$ cat config.mk
export PLATFORM = sky130hd
export DESIGN_NAME = cmpt_dcd_pipe
export DESIGN_NICKNAME = d
export VERILOG_FILES = /design/src/rtl/cmpt_dcd_pipe.sv
export SDC_FILE = /design/constraint.sdc
export NUM_CORES = 1
export LEC_CHECK = 0
export ABC_AREA = 0
export CORE_MARGIN = 1.5
export CORE_UTILIZATION = 45
export CTS_CLUSTER_DIAMETER = 150
export CTS_CLUSTER_SIZE = 12
export DETAILED_ROUTE_END_ITERATION = 6
export GPL_TIMING_DRIVEN = 0
export PLACE_DENSITY = 0.82
export SLEW_MARGIN = 20
export SYNTH_ARGS = -nofsm -noshare
export SYNTH_HDL_FRONTEND = slang
export SYNTH_SLANG_ARGS = --single-unit
$ cat constraint.sdc
create_clock -name clk -period 2.1 [get_ports clk]
set_input_delay 0.42 -clock clk [delete_from_list [all_inputs] [get_ports clk]]
set_output_delay 0.42 -clock clk [all_outputs]
set_load 0.05 [all_outputs]
$ cat src/rtl/cmpt_dcd_pipe.sv
// Compute-field decoder with a registered decode stage and a WB_LAT-deep write scoreboard.
// Latency: 1 cycle to decode outputs, WB_LAT cycles from accept to rf_we. Build option CMPT_DCD_FWD_EN forwards from the last stage.
// Backpressure: in_rdy drops combinationally on a read-after-write hazard or flush.
module cmpt_dcd_pipe #(
    parameter int RF_AW  = 4,
    parameter int WB_LAT = 2
) (
    input  logic                clk,
    input  logic                rst,
    input  logic                in_vld,
    output logic                in_rdy,
    input  logic [8+3*RF_AW:0]  in_instr,
    input  logic                in_float,
    input  logic                flush,
    output logic                dec_vld,
    output logic                alu_en,
    output logic                mul_en,
    output logic                shf_en,
    output logic                cu_float,
    output logic [1:0]          cls,
    output logic                mode,
    output logic [3:0]          subop,
    output logic [RF_AW-1:0]    rd_a,
    output logic [RF_AW-1:0]    rd_b,
    output logic [2:0]          rf_we,
    output logic [RF_AW-1:0]    rf_wa,
    output logic                fwd_a,
    output logic                fwd_b
);
    localparam int B = 3 * RF_AW;

    localparam logic [2:0] U_ALU = 3'b001;
    localparam logic [2:0] U_MUL = 3'b010;
    localparam logic [2:0] U_SHF = 3'b100;

    typedef enum logic [1:0] {
        SEL_ALU = 2'b00,
        SEL_MUL = 2'b01,
        SEL_SHF = 2'b10,
        SEL_NOP = 2'b11
    } sel_e;

    sel_e             sel;
    logic [1:0]       f_cls;
    logic             f_mode;
    logic [3:0]       f_subop;
    logic [RF_AW-1:0] f_rd;
    logic [RF_AW-1:0] f_ra;
    logic [RF_AW-1:0] f_rb;

    assign sel     = sel_e'(in_instr[B+8:B+7]);
    assign f_cls   = in_instr[B+6:B+5];
    assign f_mode  = in_instr[B+4];
    assign f_subop = in_instr[B+3:B];
    assign f_rd    = in_instr[B-1:2*RF_AW];
    assign f_ra    = in_instr[2*RF_AW-1:RF_AW];
    assign f_rb    = in_instr[RF_AW-1:0];

    logic       ua;
    logic       ub;
    logic       wr;
    logic [2:0] unit;

    always_comb begin
        ua   = 1'b0;
        ub   = 1'b0;
        wr   = 1'b0;
        unit = 3'b000;
        case (sel)
            SEL_ALU: begin
                ua   = 1'b1;
                ub   = !f_mode;
                // compare forms (cls[1]=0, subop[2]=subop[0]=1) only set flags
                wr   = !(!f_cls[1] && f_subop[0] && f_subop[2]);
                unit = U_ALU;
            end
            SEL_MUL: begin
                ua   = (f_cls != 2'b00) || (f_mode && (f_subop[1:0] != 2'b11));
                ub   = (f_cls != 2'b00);
                wr   = !f_mode;
                unit = U_MUL;
            end
            SEL_SHF: begin
                ua   = 1'b1;
                ub   = !f_mode;
                wr   = 1'b1;
                unit = U_SHF;
            end
            default: begin
                ua   = 1'b0;
                ub   = 1'b0;
                wr   = 1'b0;
                unit = 3'b000;
            end
        endcase
    end

    logic [WB_LAT-1:0]            sb_v;
    logic [WB_LAT-1:0][2:0]       sb_u;
    logic [WB_LAT-1:0][RF_AW-1:0] sb_a;
    logic [WB_LAT-1:0]            m_a;
    logic [WB_LAT-1:0]            m_b;
    logic                         stall;
    logic                         accept;

    always_comb begin
        m_a = '0;
        m_b = '0;
        for (int k = 0; k < WB_LAT; k++) begin
            m_a[k] = sb_v[k] && ua && (sb_a[k] == f_ra);
            m_b[k] = sb_v[k] && ub && (sb_a[k] == f_rb);
        end
    end

    always_comb begin
        stall = 1'b0;
        for (int k = 0; k < WB_LAT; k++) begin
`ifdef CMPT_DCD_FWD_EN
            // the last stage is writing this cycle, so its value can be bypassed
            if (k != WB_LAT - 1)
`endif
                stall = stall | m_a[k] | m_b[k];
        end
    end

    assign in_rdy = !stall && !flush;
    assign accept = in_vld && in_rdy;

    always_ff @(posedge clk or posedge rst) begin
        if (rst) begin
            dec_vld  <= 1'b0;
            alu_en   <= 1'b0;
            mul_en   <= 1'b0;
            shf_en   <= 1'b0;
            cu_float <= 1'b0;
            cls      <= 2'b00;
            mode     <= 1'b0;
            subop    <= 4'b0000;
            rd_a     <= '0;
            rd_b     <= '0;
        end else begin
            dec_vld <= accept;
            if (accept) begin
                alu_en   <= (sel == SEL_ALU);
                mul_en   <= (sel == SEL_MUL);
                shf_en   <= (sel == SEL_SHF);
                cu_float <= in_float;
                cls      <= f_cls;
                mode     <= f_mode;
                subop    <= f_subop;
                rd_a     <= ua ? f_ra : '0;
                rd_b     <= ub ? f_rb : '0;
            end
        end
    end

    always_ff @(posedge clk or posedge rst) begin
        if (rst) begin
            sb_v <= '0;
            sb_u <= '0;
            sb_a <= '0;
        end else begin
            sb_v[0] <= accept && wr;
            sb_u[0] <= (accept && wr) ? unit : 3'b000;
            sb_a[0] <= (accept && wr) ? f_rd : '0;
            for (int k = 1; k < WB_LAT; k++) begin
                sb_v[k] <= sb_v[k-1];
                sb_u[k] <= sb_u[k-1];
                sb_a[k] <= sb_a[k-1];
            end
        end
    end

    assign rf_we = sb_v[WB_LAT-1] ? sb_u[WB_LAT-1] : 3'b000;
    assign rf_wa = sb_v[WB_LAT-1] ? sb_a[WB_LAT-1] : '0;

`ifdef CMPT_DCD_FWD_EN
    always_ff @(posedge clk or posedge rst) begin
        if (rst) begin
            fwd_a <= 1'b0;
            fwd_b <= 1'b0;
        end else if (accept) begin
            fwd_a <= m_a[WB_LAT-1];
            fwd_b <= m_b[WB_LAT-1];
        end
    end
`else
    assign fwd_a = 1'b0;
    assign fwd_b = 1'b0;
`endif

endmodule

==> results_tabular.tex <==
\begin{tabular}{lr}
\hline
Metric & Value \\
\hline
\multicolumn{2}{l}{\textbf{GRT}} \\
\quad Initial antenna violation count & 0 \\
\quad Vias in the first global route & 1317 \\
\quad First-pass GRT wire length & 5860 µm \\
\quad All-Layer GR Usage & 19.7\% \\
\quad Overall overflow remaining after global route & 0 \\
\quad Largest net degree at the start of global routing & 37 \\
\multicolumn{2}{l}{\textbf{Critical path}} \\
\quad Category of cells accounting for the largest share of critical-path delay & flip-flops \\
\quad Critical path capture point type & output port \\
\quad Stages on the worst setup path & 5 \\
\quad Required time of the critical path & 1.68 ns \\
\quad Worst R2R Path Depth & 7 \\
\quad Critical path, cell by cell & xnor2\_1, nand3\_1, o22ai\_4, a221oi\_2, buf\_6 \\
\quad Critical-path maximum fanout & 3 \\
\quad Worst Setup Path Type & reg2out \\
\quad CP bufs+invs & 1 \\
\quad Biggest cell delay along the critical path & 0.44 ns \\
\quad Worst setup SP type & flop \\
\quad Data arrival at the endpoint of the critical path & 1.60 ns \\
\quad Setup slack on the worst flop-to-flop path & 0.13 ns \\
\quad Library cell contributing the largest single delay on the critical path & sky130\_fd\_sc\_hd\_\_dfrtp\_1 \\
\multicolumn{2}{l}{\textbf{Drt}} \\
\quad Starting DRC count in detailed routing & 33 \\
\quad Post-DRT Antenna Nets & 0 \\
\quad Routed vias & 1219 \\
\quad Top layer used by detailed routing & met4 \\
\quad Drc violations & 0 \\
\quad Total met2 wirelength after detailed routing & 1810 µm \\
\quad Number of iterations in the first detailed-routing pass & 4 \\
\quad Wire length on met3 & 321 µm \\
\quad Per-cell routed wire length & 14.6 µm \\
\quad DRT met1 WL & 1430 µm \\
\quad Wire length reported by the detailed router & 3610 µm \\
\quad Per-cell via count in the routed design & 4.92 \\
\multicolumn{2}{l}{\textbf{Final layout}} \\
\quad Area of combinational cells with multiple inputs & 733 µm² \\
\quad Filler cell count & 238 \\
\quad Area growth from synthesis to final layout & 51.2\% \\
\quad Layout cell share with drive strength beyond 1 & 23.8\% \\
\quad ANT cells & 0 \\
\quad Register Area & 901 µm² \\
\quad Final Net Count & 227 \\
\multicolumn{2}{l}{\textbf{Yosys}} \\
\quad Cell types occupying the most area after synthesis & sky130\_fd\_sc\_hd\_\_dfrtp\_1 (54\%), sky130\_fd\_sc\_hd\_\_xnor2\_1 (8.5\%), sky130\_fd\_sc\_hd\_\_mux2\_2 (5.4\%), sky130\_fd\_sc\_hd\_\_and2\_1 (3.0\%), sky130\_fd\_sc\_hd\_\_mux2i\_1 (3.0\%) \\
\quad Post-synthesis cell type with the largest combined area & sky130\_fd\_sc\_hd\_\_dfrtp\_1 \\
\quad Most frequent cell after synthesis & sky130\_fd\_sc\_hd\_\_dfrtp\_1 \\
\quad Post-synth top area share & 54.3\% \\
\quad Number of standard cells after synthesis & 131 \\
\quad Synthesized area & 0.00166 mm² \\
\quad Register bit count reported by yosys & 36 \\
\quad Post-synth top flop & sky130\_fd\_sc\_hd\_\_dfrtp\_1 \\
\quad Mean instance size in the synthesized netlist & 12.7 µm² \\
\quad Number of enable-type register cells in the synthesized netlist & 0 \\
\quad Total number of yosys warnings & 0 \\
\quad Fraction of the yosys area taken by sequential cells & 54.3\% \\
\quad List of most frequent post-synthesis cells & sky130\_fd\_sc\_hd\_\_dfrtp\_1 (36), sky130\_fd\_sc\_hd\_\_xnor2\_1 (16), sky130\_fd\_sc\_hd\_\_inv\_1 (10) \\
\quad Post-synthesis cell type count & 33 \\
\quad Synth async-reset ratio & 100\% \\
\multicolumn{2}{l}{\textbf{CTS}} \\
\quad Cts bufs inserted & 5 \\
\quad Clock Tree Buf Depth & 2 \\
\quad CTS HTree Levels & 2 \\
\quad Clock latency on the worst-skew pair & 0.29 ns \\
\quad Post-CTS Hold Fix Bufs & 0 \\
\quad Clock Root Buffer & sky130\_fd\_sc\_hd\_\_clkbuf\_8 \\
\quad Total number of clock tree sinks & 36 \\
\quad Reg clk slew, reported paths & 0.07 ns \\
\quad Clock tree from TritonCTS & done \\
\multicolumn{2}{l}{\textbf{Floorplanning}} \\
\quad CORE AREA & 0.00344 mm² \\
\quad Site Rows & 21 \\
\quad Chip Height & 63.7 µm \\
\quad Die Span X & 63.7 µm \\
\quad Total Die Area & 0.00406 mm² \\
\quad I/O Pins & 56 \\
\quad Starting utilization of the core area & 48.2\% \\
\multicolumn{2}{l}{\textbf{STA}} \\
\quad Tmin final & 2.02 ns \\
\quad Headroom to the max-slew limit & 51.6\% \\
\quad RSZ-0062 raised after global routing & false \\
\quad Final-report hold violation count & 0 \\
\quad Maximum achievable frequency & 0.496 GHz \\
\quad Post-route setup TNS & 0 ns \\
\quad Post-route clock skew & 0.00582 ns \\
\quad Crit share post-route & 96.0\% \\
\quad Final Slew Violations & 0 \\
\quad Worst Slack Setup Final & 0.0837 ns \\
\quad Worst-margin pin slew & 0.724 ns \\
\quad Final setup violation count & 0 \\
\multicolumn{2}{l}{\textbf{Placed design}} \\
\quad Count of input and output buffers & 53 \\
\quad Post-placement worst setup slack & -0.818 ns \\
\quad Placed wire-length estimate & 2650 µm \\
\quad Final GP Congestion & 0.827 \\
\multicolumn{2}{l}{\textbf{Power}} \\
\quad Worst vdd ir & 0.764 mV \\
\quad P\_leak & 1.23 nW \\
\quad Power per unit of standard cell area & 791 mW/mm² \\
\multicolumn{2}{l}{\textbf{Min path}} \\
\quad Hold crit path type & reg2reg \\
\quad Number of cells on the worst hold path & 0 \\
\multicolumn{2}{l}{\textbf{Run status}} \\
\quad Outcome & completed \\
\multicolumn{2}{l}{\textbf{Flow run}} \\
\quad Max-cap violation count & 0 \\
\hline
\end{tabular}
what timing repair did:
item,CTS,global route
cloned,0,0
buffers inserted,3,6
pin swaps,1,5
resized for setup,13,23
setup endpoints to repair,35,19
registers in the layout, indices dropped and copies added (netlist names):
register	cells
sb_a	8
sb_u	6
rd_a	4
rd_b	4
subop	4
cls	2
sb_v	2
alu_en	1
cu_float	1
dec_vld	1
mode	1
mul_en	1
shf_en	1
where the power goes:
part           switching [mW]  internal (mW)
sequential             0.0388          0.758
clock                   0.259          0.351
combinational           0.348          0.228
total                   0.645           1.34
cell families (layout without fill, tap and decap cells):
logic type	Yosys count	in the layout	synth area share [%]
DFF	36	36	54.3
other	1	2	0.226
and+or+nand+nor	35	35	13.2
buffers and inverters	14	84	4.53
muxes	15	15	10.3
xor gates and xnor gates	16	16	8.45
AOI/OAI and AO/OA	14	14	8.98
layout make-up:
class                   instances  share of cell area (%)
flip-flops and latches         36                    35.9
clock inverters                 3                    1.70
inverters                      10                    1.50
multi-input cells              82                    29.3
well taps                      46                    2.30
plain buffers                   4                    1.50
clock buffers                   5                    2.75
repair buffers                 62                    25.1
worst reg2reg max path: stages (launching register included):
cell,delay [ns]
sky130_fd_sc_hd__dfrtp_1,0.44
sky130_fd_sc_hd__xnor2_1,0.16
sky130_fd_sc_hd__nand3_1,0.14
sky130_fd_sc_hd__o22ai_4,0.10
sky130_fd_sc_hd__buf_4,0.15
sky130_fd_sc_hd__a221oi_4,0.33
sky130_fd_sc_hd__buf_4,0.21
sky130_fd_sc_hd__mux2_2,0.34
metrics by stage:
stage	instance area [µm²]	utilization, %	cells	hold slack, ns	total power, mW
final	2510	72.8	248	0.352	1.98
after global routing	2510	72.8	248	0.362	2.07
after CTS	2380	69.1	242	0.353	1.99
after detailed placement	2260	65.5	231	0.335	1.37
after global placement	2260	65.5	231	0.333	1.36
after floorplan	1670	-	132	0.331	1.16
placed cells by master, fill, tap and decap left out, types with 2 or more instances in the layout:
cell,netlist,final
sky130_fd_sc_hd__conb_1,1,2
sky130_fd_sc_hd__dfrtp_1,36,36
sky130_fd_sc_hd__nor2b_1,2,2
sky130_fd_sc_hd__dlygate4sd2_1,0,7
sky130_fd_sc_hd__mux2_4,2,2
sky130_fd_sc_hd__nand2_1,8,7
sky130_fd_sc_hd__buf_6,2,3
sky130_fd_sc_hd__o22ai_4,1,2
sky130_fd_sc_hd__mux2_2,8,8
sky130_fd_sc_hd__and3b_1,4,4
sky130_fd_sc_hd__clkbuf_8,0,5
sky130_fd_sc_hd__and2_1,8,8
sky130_fd_sc_hd__nand3_2,2,2
sky130_fd_sc_hd__nand3_1,2,2
sky130_fd_sc_hd__nand2b_1,3,2
sky130_fd_sc_hd__dlymetal6s2s_1,0,15
sky130_fd_sc_hd__o2bb2ai_1,4,4
sky130_fd_sc_hd__xnor2_1,16,15
sky130_fd_sc_hd__clkdlybuf4s50_1,0,30
sky130_fd_sc_hd__buf_4,2,11
sky130_fd_sc_hd__mux2i_1,5,5
sky130_fd_sc_hd__inv_1,10,9
sky130_fd_sc_hd__nand2_2,1,2
metal layers:
metal / global-route usage, % / up-vias
met4: 9.24 / 0
met1: 21.7 / 581
met3: 8.75 / 4
met5: 0 / -
li1: - / 577
met2: 32.2 / 57
final timing paths:
kind / end / start
setup / recovery: in_rdy / sb_a[6]
hold / removal: sb_u[3] / sb_u[0]
setup reg to reg: mode / sb_a[6]
hold reg to reg: sb_u[3] / sb_u[0]
max in group asynchronous: sb_a[3] / rst
min in group asynchronous: rd_a[2] / rst
Note: power is estimated with default switching activity, not from simulation.
